### src/rtl/pipe_stage_chain_if.sv
// Bundle of the pipeline chain's upstream handshake, per-stage controls and observation outputs.
// The master side drives input items and stall/flush; the slave side is the chain itself.
interface pipe_stage_chain_if #(
   parameter int W     = 32,
   parameter int DEPTH = 4,
   parameter int CNT_W = 32
);
   logic                   in_valid;
   logic [W-1:0]           in_data;
   logic                   in_ready;
   logic [DEPTH-1:0]       stall;
   logic [DEPTH-1:0]       flush;
   logic [DEPTH-1:0]       stage_valid;
   logic [DEPTH*W-1:0]     stage_data;
   logic                   out_valid;
   logic [W-1:0]           out_data;
   logic [CNT_W-1:0]       retired_count;
   logic [CNT_W-1:0]       flushed_count;

   modport master (
      output in_valid, in_data, stall, flush,
      input  in_ready, stage_valid, stage_data, out_valid, out_data,
             retired_count, flushed_count
   );

   modport slave (
      input  in_valid, in_data, stall, flush,
      output in_ready, stage_valid, stage_data, out_valid, out_data,
             retired_count, flushed_count
   );
endinterface

### src/rtl/pipe_stage_chain.sv
// DEPTH-stage register chain with per-stage stall/flush; DEPTH cycles latency, 1 item/cycle.
// A stall freezes its stage and everything upstream (in_ready drops); flush overrides stall.
module pipe_stage_chain #(
   parameter int W     = 32,
   parameter int DEPTH = 4,
   parameter int CNT_W = 32
) (
   input logic               clk,
   input logic               rst,
   pipe_stage_chain_if.slave bus
);
   localparam int NW = $clog2(DEPTH + 1);
   localparam int SW = CNT_W + NW + 1;

   logic [DEPTH-1:0]          hold;
   logic [DEPTH-1:0]          cand_vld;
   logic [DEPTH-1:0][W-1:0]   cand_dat;
   logic [DEPTH-1:0]          vld_q, vld_d;
   logic [DEPTH-1:0][W-1:0]   dat_q, dat_d;
   logic [CNT_W-1:0]          ret_cnt_q, ret_cnt_d;
   logic [CNT_W-1:0]          flu_cnt_q, flu_cnt_d;
   logic [NW-1:0]             flu_n;
   logic                      retire;

   function automatic logic [CNT_W-1:0] sat_add(input logic [CNT_W-1:0] a,
                                                input logic [NW-1:0]    b);
      logic [SW-1:0] s;
      s = SW'(a) + SW'(b);
      return (s > SW'({CNT_W{1'b1}})) ? {CNT_W{1'b1}} : s[CNT_W-1:0];
   endfunction

   // hold[i] is the OR of stall[j] for every j >= i
   always_comb begin
      hold = '0;
      for (int i = 0; i < DEPTH; i++) begin
         hold[i] = |(bus.stall >> i);
      end
   end

   always_comb begin
      cand_vld = '0;
      cand_dat = '0;
      if (hold[0]) begin
         cand_vld[0] = vld_q[0];
         cand_dat[0] = dat_q[0];
      end else begin
         cand_vld[0] = bus.in_valid;
         cand_dat[0] = bus.in_data;
      end
      // A stage just below a held one takes a bubble (the default zeros).
      for (int i = 1; i < DEPTH; i++) begin
         if (hold[i]) begin
            cand_vld[i] = vld_q[i];
            cand_dat[i] = dat_q[i];
         end else if (!hold[i-1]) begin
            cand_vld[i] = vld_q[i-1];
            cand_dat[i] = dat_q[i-1];
         end
      end
   end

   always_comb begin
      vld_d = '0;
      dat_d = '0;
      flu_n = '0;
      for (int i = 0; i < DEPTH; i++) begin
         if (bus.flush[i]) begin
            flu_n = flu_n + NW'(cand_vld[i]);
         end else begin
            vld_d[i] = cand_vld[i];
            dat_d[i] = cand_dat[i];
         end
      end
   end

   assign retire    = vld_q[DEPTH-1] & ~bus.stall[DEPTH-1];
   assign ret_cnt_d = sat_add(ret_cnt_q, NW'(retire));
   assign flu_cnt_d = sat_add(flu_cnt_q, flu_n);

   always_ff @(posedge clk or posedge rst) begin
      if (rst) begin
         vld_q     <= '0;
         dat_q     <= '0;
         ret_cnt_q <= '0;
         flu_cnt_q <= '0;
      end else begin
         vld_q     <= vld_d;
         dat_q     <= dat_d;
         ret_cnt_q <= ret_cnt_d;
         flu_cnt_q <= flu_cnt_d;
      end
   end

   assign bus.in_ready      = ~hold[0];
   assign bus.stage_valid   = vld_q;
   assign bus.stage_data    = dat_q;
   assign bus.out_valid     = vld_q[DEPTH-1];
   assign bus.out_data      = dat_q[DEPTH-1];
   assign bus.retired_count = ret_cnt_q;
   assign bus.flushed_count = flu_cnt_q;
endmodule

### src/flat_wrapper.sv
// flat-port wrapper written by rule: the top's interface ports become plain ports
module pipe_stage_chain_flat 
#(
   parameter int W     = 32,
   parameter int DEPTH = 4,
   parameter int CNT_W = 32
)
  (clk, rst, bus_in_valid, bus_in_data, bus_stall, bus_flush, bus_in_ready, bus_stage_valid, bus_stage_data, bus_out_valid, bus_out_data, bus_retired_count, bus_flushed_count);
  pipe_stage_chain_if #(.W(W), .DEPTH(DEPTH), .CNT_W(CNT_W)) bus_i ();
  input logic clk;
  input logic rst;
  input wire logic [$bits(bus_i.in_valid)-1:0] bus_in_valid;
  input wire logic [$bits(bus_i.in_data)-1:0] bus_in_data;
  input wire logic [$bits(bus_i.stall)-1:0] bus_stall;
  input wire logic [$bits(bus_i.flush)-1:0] bus_flush;
  output wire logic [$bits(bus_i.in_ready)-1:0] bus_in_ready;
  output wire logic [$bits(bus_i.stage_valid)-1:0] bus_stage_valid;
  output wire logic [$bits(bus_i.stage_data)-1:0] bus_stage_data;
  output wire logic [$bits(bus_i.out_valid)-1:0] bus_out_valid;
  output wire logic [$bits(bus_i.out_data)-1:0] bus_out_data;
  output wire logic [$bits(bus_i.retired_count)-1:0] bus_retired_count;
  output wire logic [$bits(bus_i.flushed_count)-1:0] bus_flushed_count;
  assign bus_i.in_valid = bus_in_valid;
  assign bus_i.in_data = bus_in_data;
  assign bus_i.stall = bus_stall;
  assign bus_i.flush = bus_flush;
  assign bus_in_ready = bus_i.in_ready;
  assign bus_stage_valid = bus_i.stage_valid;
  assign bus_stage_data = bus_i.stage_data;
  assign bus_out_valid = bus_i.out_valid;
  assign bus_out_data = bus_i.out_data;
  assign bus_retired_count = bus_i.retired_count;
  assign bus_flushed_count = bus_i.flushed_count;
  pipe_stage_chain #(.W(W), .DEPTH(DEPTH), .CNT_W(CNT_W)) u_core (.clk(clk), .rst(rst), .bus(bus_i));
endmodule
### config.mk
export PLATFORM = sky130hd
export DESIGN_NAME = pipe_stage_chain_flat
export DESIGN_NICKNAME = d
export VERILOG_FILES = /design/src/rtl/pipe_stage_chain_if.sv /design/src/rtl/pipe_stage_chain.sv /design/src/flat_wrapper.sv
export SDC_FILE = /design/constraint.sdc
export NUM_CORES = 1
export LEC_CHECK = 0
export CAP_MARGIN = 0
export CORE_UTILIZATION = 50
export CTS_CLUSTER_SIZE = 10
export DETAILED_ROUTE_END_ITERATION = 10
export PLACE_DENSITY = 0.94
export SYNTH_ARGS = -nofsm -noshare
export SYNTH_HDL_FRONTEND = slang
export SYNTH_SLANG_ARGS = --single-unit
### constraint.sdc
create_clock -name clk -period 13.76 [get_ports clk]
set_input_delay 4.128 -clock clk [delete_from_list [all_inputs] [get_ports clk]]
set_output_delay 4.128 -clock clk [all_outputs]
set_load 0.02 [all_outputs]
==> impl_metrics.ini, run 1 <==
[status]
status = finished, final reports clean

[clock_tree]
worstSkewPairLatency_ns = 0.43
tritoncts = yes
max_clock_buf_depth = 2
cts_resized = 0
cts_hold_repair.buffers = 0
numCtsBuffers = 17
post_cts.repair.setup_buffers = 0
path_clk_slew_ns = 0.07
cts_sinks = 196
root_buffer = clkbuf_16
h-tree-depth = 4

[die]
floorplan.initialDensity_pct = 51.80
boundaryPins = 273
die_x_um = 133.8
chipHeight_um = 133.8
row_count = 47
core_area_um2 = 16760
floorplan.die_area_um2 = 17890

[yosys]
yosys-top-cells-area = dfrtp_1, a22o_1, nand2_1
asyncSetResetFlopFracSynth_pct = 100.0
synth.yosys.seq_area_share_pct = 56.50
netlist_area_um2 = 8681
yosys.area.top_type = dfrtp_1
syn_inst = 807
synthFlopType = dfrtp_1
mappedNetlistNets = 861
synth_most_common_cell = dfrtp_1
netlist-cell-type-count = 48
synth.yosys.warnings = 0
postSynthRegisterBits = 196
post_synth.cell_area_avg_um2 = 10.76
synth_enable_flop_cells = 0
post_synth_most_frequent_cells = dfrtp_1, nand2_1, a22o_1
netlist.area_leader.share_pct = 56.50

[critical_path]
worstSetupPathType = in -> out
r2r.worst_path.cells = 16
critPathArrivalTime_ns = 6.77
timing.critical_path.from = bus_stall[3]
cp_cell_sequence = clkdlybuf4s50_1 -> or2_1 -> or3_1 -> buf_4 -> clkinv_2 -> clkdlybuf4s50_1
max_stage_delay_ns = 0.70
endpoint_kind = output pin
timing.critical_path.slowest_stage_cell = clkdlybuf4s50_1
cell_repeated_most_along_the_worst_path = clkdlybuf4s50_1
crit_path_start_kind = input port
critPathMaxFanout = 34
cp_data_required_time_ns = 9.63
crit-reg2reg-launch = u_core.bus.stage_valid[0]

[sta]
timing.clock.skew_ns = 0.01160
final.period_utilization_pct = 79.23
fmax_mhz = 91.73
finalHoldViolations = 0
setup-tns-final_ns = 0
timing.final.crit_period_ns = 10.90
rsz0062_at_grt = false
tightestPinTransition_ns = 1.001
final-setup-viol-count = 0
timing_max_transition_violations_final = 0
worst_slew_margin_rel_pct = 33.29

[final_layout]
area_added_between_synthesis_and_finish_pct = 37.79
design_area_um2 = 11960
nets = 1087
final_layout_size_suffix_gt1_share_pct = 6.501
antenna_cells = 0

[route]
route.vias.total = 7514
drt-total-wl_um = 24950
dr_wl_met3_um = 1603
wirelength_met1_um = 9978
dr.max_layer_used = met4
drt_first_pass_iters = 7
ant_nets = 0
routedWlPerCell_um = 19.71
detail_route.drc_violations = 0
routed_via_density = 5.935
met2WireLength_um = 12400
drtIter0Drc = 512

[hold_path]
worst_hold_startpoint = u_core.bus.stage_data[94]
min_path_type = reg -> reg
timing.hold.worst_path_depth = 1

[global_route]
grt_remaining_overflow = 0
first_pass_grt_wire_length_um = 39280
grt_use_total_pct = 28.16
grt_max_degree = 118
grt_pass1_vias = 7158
antenna_found_initial = 0

[power]
p_leak_nw = 5.212
peakVddDrop_uv = 110.2
power.density_nw_per_um2 = 100.1

[placement]
detailed_place_hpwl_um = 17570
place.gp.congestion = 0.8909
number_of_i_o_port_buffers = 272
dpl-instance-area_um2 = 11370

[flow_run]
cap_violations = 0
stage by stage:
step                util, %  setup slack, ns  hold slack [ns]  instances  power (W)
global route          71.37            2.701           0.5352       1266   0.001237
global placement      67.83            2.894           0.4944       1234  0.0007066
floorplan                 -            4.291           0.6056        807  0.0006589
finish                71.37            2.858           0.5200       1266   0.001197
CTS                   71.37            2.855           0.5246       1266   0.001204
detailed placement    67.83            2.862           0.5080       1234  0.0007090
routing by layer:
metal  vias up  GRT usage, %
met5         -             0
met4         0         12.69
met3        58         5.784
met2       336         45.77
met1      3739         36.37
li1       3381             -
worst paths after layout:
kind	slack [ns]	to
worst max-delay path	2.86	bus_in_ready
worst min-delay path	0.52	u_core.bus.out_data[30]
worst max register to register	8.82	u_core.bus.flushed_count[21]
worst min register to register	0.52	u_core.bus.out_data[30]
max in group asynchronous	8.05	u_core.bus.stage_data[2]
min in group asynchronous	4.22	u_core.bus.retired_count[16]
flip-flops by register name, indices dropped and copies added (netlist names):
signal	count
u_core.bus.stage_data	96
u_core.bus.flushed_count	32
u_core.bus.out_data	32
u_core.bus.retired_count	32
u_core.bus.stage_valid	4
report_power, final:
part | internal, W | switching, W
sequential | 0.000586 | 0.0000124
combinational | 0.0000426 | 0.0000580
clock | 0.000259 | 0.000239
total | 0.000888 | 0.000310
critical path: cells and delay by family:
kind,cells,cell delay (ns)
buffers and inverters,4,1.91
and+or+nand+nor,2,0.71
logic make-up after synthesis:
group / after synthesis / synth area share [%]
simple gates: 285 / 16.34
flops: 196 / 56.50
compound gates: 192 / 16.33
buf+inv: 89 / 5.391
xor+xnor: 21 / 2.119
mux: 13 / 1.643
fa+ha+maj: 11 / 1.672
cell usage in the layout (no fill, tap or decap), types with 9 or more instances in the layout:
| cell | count |
|---|---|
| a21oi_1 | 46 |
| a22o_1 | 98 |
| a31oi_1 | 9 |
| and3_1 | 14 |
| buf_4 | 11 |
| clkbuf_16 | 17 |
| clkdlybuf4s50_1 | 272 |
| dfrtp_1 | 196 |
| ha_1 | 10 |
| inv_1 | 11 |
| mux2_2 | 10 |
| nand2_1 | 115 |
| nand3_1 | 43 |
| nand4_1 | 19 |
| nor2_1 | 16 |
| nor3_1 | 11 |
| nor4_1 | 10 |
| o21ai_0 | 16 |
| or4_1 | 10 |
| xnor2_1 | 17 |
area by class of cell:
| cell class | count | area (um2) |
|---|---|---|
| repair buffers | 283 | 2805 |
| fillers | 1192 | 4798 |
| clock inverters | 15 | 167.7 |
| multi-input cells | 522 | 3326 |
| clock buffers | 17 | 425.4 |
| inverters | 13 | 57.56 |
| flip-flops and latches | 196 | 4905 |
| well taps | 220 | 275.3 |
Note: power is estimated with default switching activity, not from simulation.
==> run 2, diff against run 1 <==
CORE_UTILIZATION = 47   (was 50)
PLACE_DENSITY = 0.9   (was 0.94)
clock period = 10.2 ns   (was 13.76 ns; I/O delays follow)
==> impl_metrics.ini, run 2 (synthesized netlist as in run 1, its figures left out) <==
[final_layout]
nets = 1087
regArea_um2 = 4905
post_layout_nonfiller_instances = 1275
max_ffs_per_register = 96
area_of_the_multi_input_gates_um2 = 3326
antenna_cells = 0
final_common_cell = clkdlybuf4s50_1
final_layout_size_suffix_gt1_share_pct = 6.405
area_added_between_synthesis_and_finish_pct = 37.46
layout.cells.most_common_list = clkdlybuf4s50_1, dfrtp_1, nand2_1, a22o_1, a21oi_1
num-fill-cells = 1421
postLayoutCoreUtil_pct = 66.20

[sta]
setup-tns-final_ns = 0
finalHoldViolations = 0
timing.clock.skew_ns = 0.009030
worst_slew_margin_rel_pct = 37.13
final-setup-viol-count = 0
tightestPinTransition_ns = 0.9403
fmax_mhz = 114.8
rsz0062_at_grt = false
timing_max_transition_violations_final = 0
final.period_utilization_pct = 85.39
timing.final.crit_period_ns = 8.709

[die]
boundaryPins = 273
row_count = 49
die_x_um = 137.9
chipHeight_um = 137.9
floorplan.die_area_um2 = 19020
core_area_um2 = 18020
floorplan.initialDensity_pct = 48.16

[clock_tree]
tritoncts = yes
cts_resized = 0
cts_hold_repair.buffers = 0
post_cts.repair.setup_buffers = 0
path_clk_slew_ns = 0.07
max_clock_buf_depth = 2
numCtsBuffers = 17
h-tree-depth = 4
root_buffer = clkbuf_16
worstSkewPairLatency_ns = 0.43
cts_sinks = 196

[placement]
detailed_place_hpwl_um = 17030
instance_count_after_placement_with_tap_cells_included = 1243
place.gp.congestion = 0.9195
number_of_i_o_port_buffers = 272

[critical_path]
crit_path_start_kind = input port
critPathArrivalTime_ns = 8.96
cp_data_required_time_ns = 10.45
endpoint_kind = flop
critPathMaxFanout = 34
worstSetupPathType = in -> reg

[route]
route.vias.total = 7411
ant_nets = 0
drt-total-wl_um = 24140
detail_route.drc_violations = 0
drtIter0Drc = 439
routed_via_density = 5.813
drt_first_pass_iters = 5
routedWlPerCell_um = 18.94

[flow_run]
cap_violations = 0

[status]
status = finished, final reports clean

[global_route]
grt_pass1_vias = 7037
grt_max_degree = 129
grt_use_total_pct = 25.17
antenna_found_initial = 0
grt_remaining_overflow = 0
first_pass_grt_wire_length_um = 36720

[power]
power.density_nw_per_um2 = 132.1
p_leak_nw = 5.202
peakVddDrop_uv = 115.1

[hold_path]
min_path_type = reg -> reg
run 2: cell types whose count changed in the layout (fill, tap and decap cells not counted):
cell and change:
clkbuf_8 +1, clkbuf_1 +1, clkinv_8 -1, bufinv_16 -1
inv_8 -4, clkinv_2 +1, clkinv_4 -2, clkinvlp_4 -2
inv_6 +7
run 2: where the power goes:
part | internal [W] | switching (W) | leakage (nW)
clock | 0.000327 | 0.000308 | 0.268
combinational | 0.0000575 | 0.0000776 | 2.23
sequential | 0.000791 | 0.0000154 | 2.71
run 2: per-stage QoR:
stage	cell area [um2]	hold WS (ns)	total power [W]	worst slack (ns)
2_1_floorplan	8681	0.6056	0.0008889	1.799
3_3_place_gp	11380	0.4989	0.0009548	1.228
3_5_place_dp	11380	0.5044	0.0009574	1.034
4_1_cts	11930	0.5187	0.001589	1.497
5_1_grt	11930	0.5289	0.001634	1.064
6_report	11930	0.5100	0.001577	1.491
run 2: worst paths after layout:
kind / startpoint / to / slack (ns) / cells past startpoint
setup / recovery: bus_stall[3] / u_core.bus.flushed_count[14] / 1.49 / 20
hold / removal: u_core.bus.stage_data[21] / u_core.bus.stage_data[53] / 0.51 / 1
setup reg to reg: u_core.bus.stage_valid[0] / u_core.bus.flushed_count[14] / 5.43 / 16
hold reg to reg: u_core.bus.stage_data[21] / u_core.bus.stage_data[53] / 0.51 / 1
max in group asynchronous: rst / u_core.bus.out_data[3] / 5.54 / 3
min in group asynchronous: rst / u_core.bus.retired_count[14] / 3.20 / 2
run 2: area by class of cell:
class,count,share of cell area (%)
clock buffers,19,3.712
clock inverters,13,0.9227
inverters,13,0.4823
multi-input cells,522,27.87
flip-flops and latches,196,41.10
well taps,229,2.401
repair buffers,283,23.51
run 2: layer usage:
metal | share of wire [%] | track usage (%) | vias to the layer above
li1 | - | - | 3375
met1 | 42 | 32.93 | 3667
met2 | 50 | 41.67 | 321
met3 | 5.6 | 4.459 | 48
met4 | 2.8 | 9.541 | 0
met5 | 0 | 0 | -
run 2: worst max-delay path: stages:
cell and delay (ns):
clkdlybuf4s50_1 0.52, or2_1 0.37, or3_1 0.38, clkinv_2 0.43, mux2i_1 0.36, nor2b_1 0.09, ha_1 0.30, nand2_1 0.07
nand2_1 0.06, ha_1 0.17, ha_1 0.27, mux2_2 0.28, ha_1 0.28, mux2_2 0.29, fa_1 0.44, a21oi_1 0.46
nor4_1 0.13, buf_4 0.19, nand4_1 0.60, o21ai_0 0.20
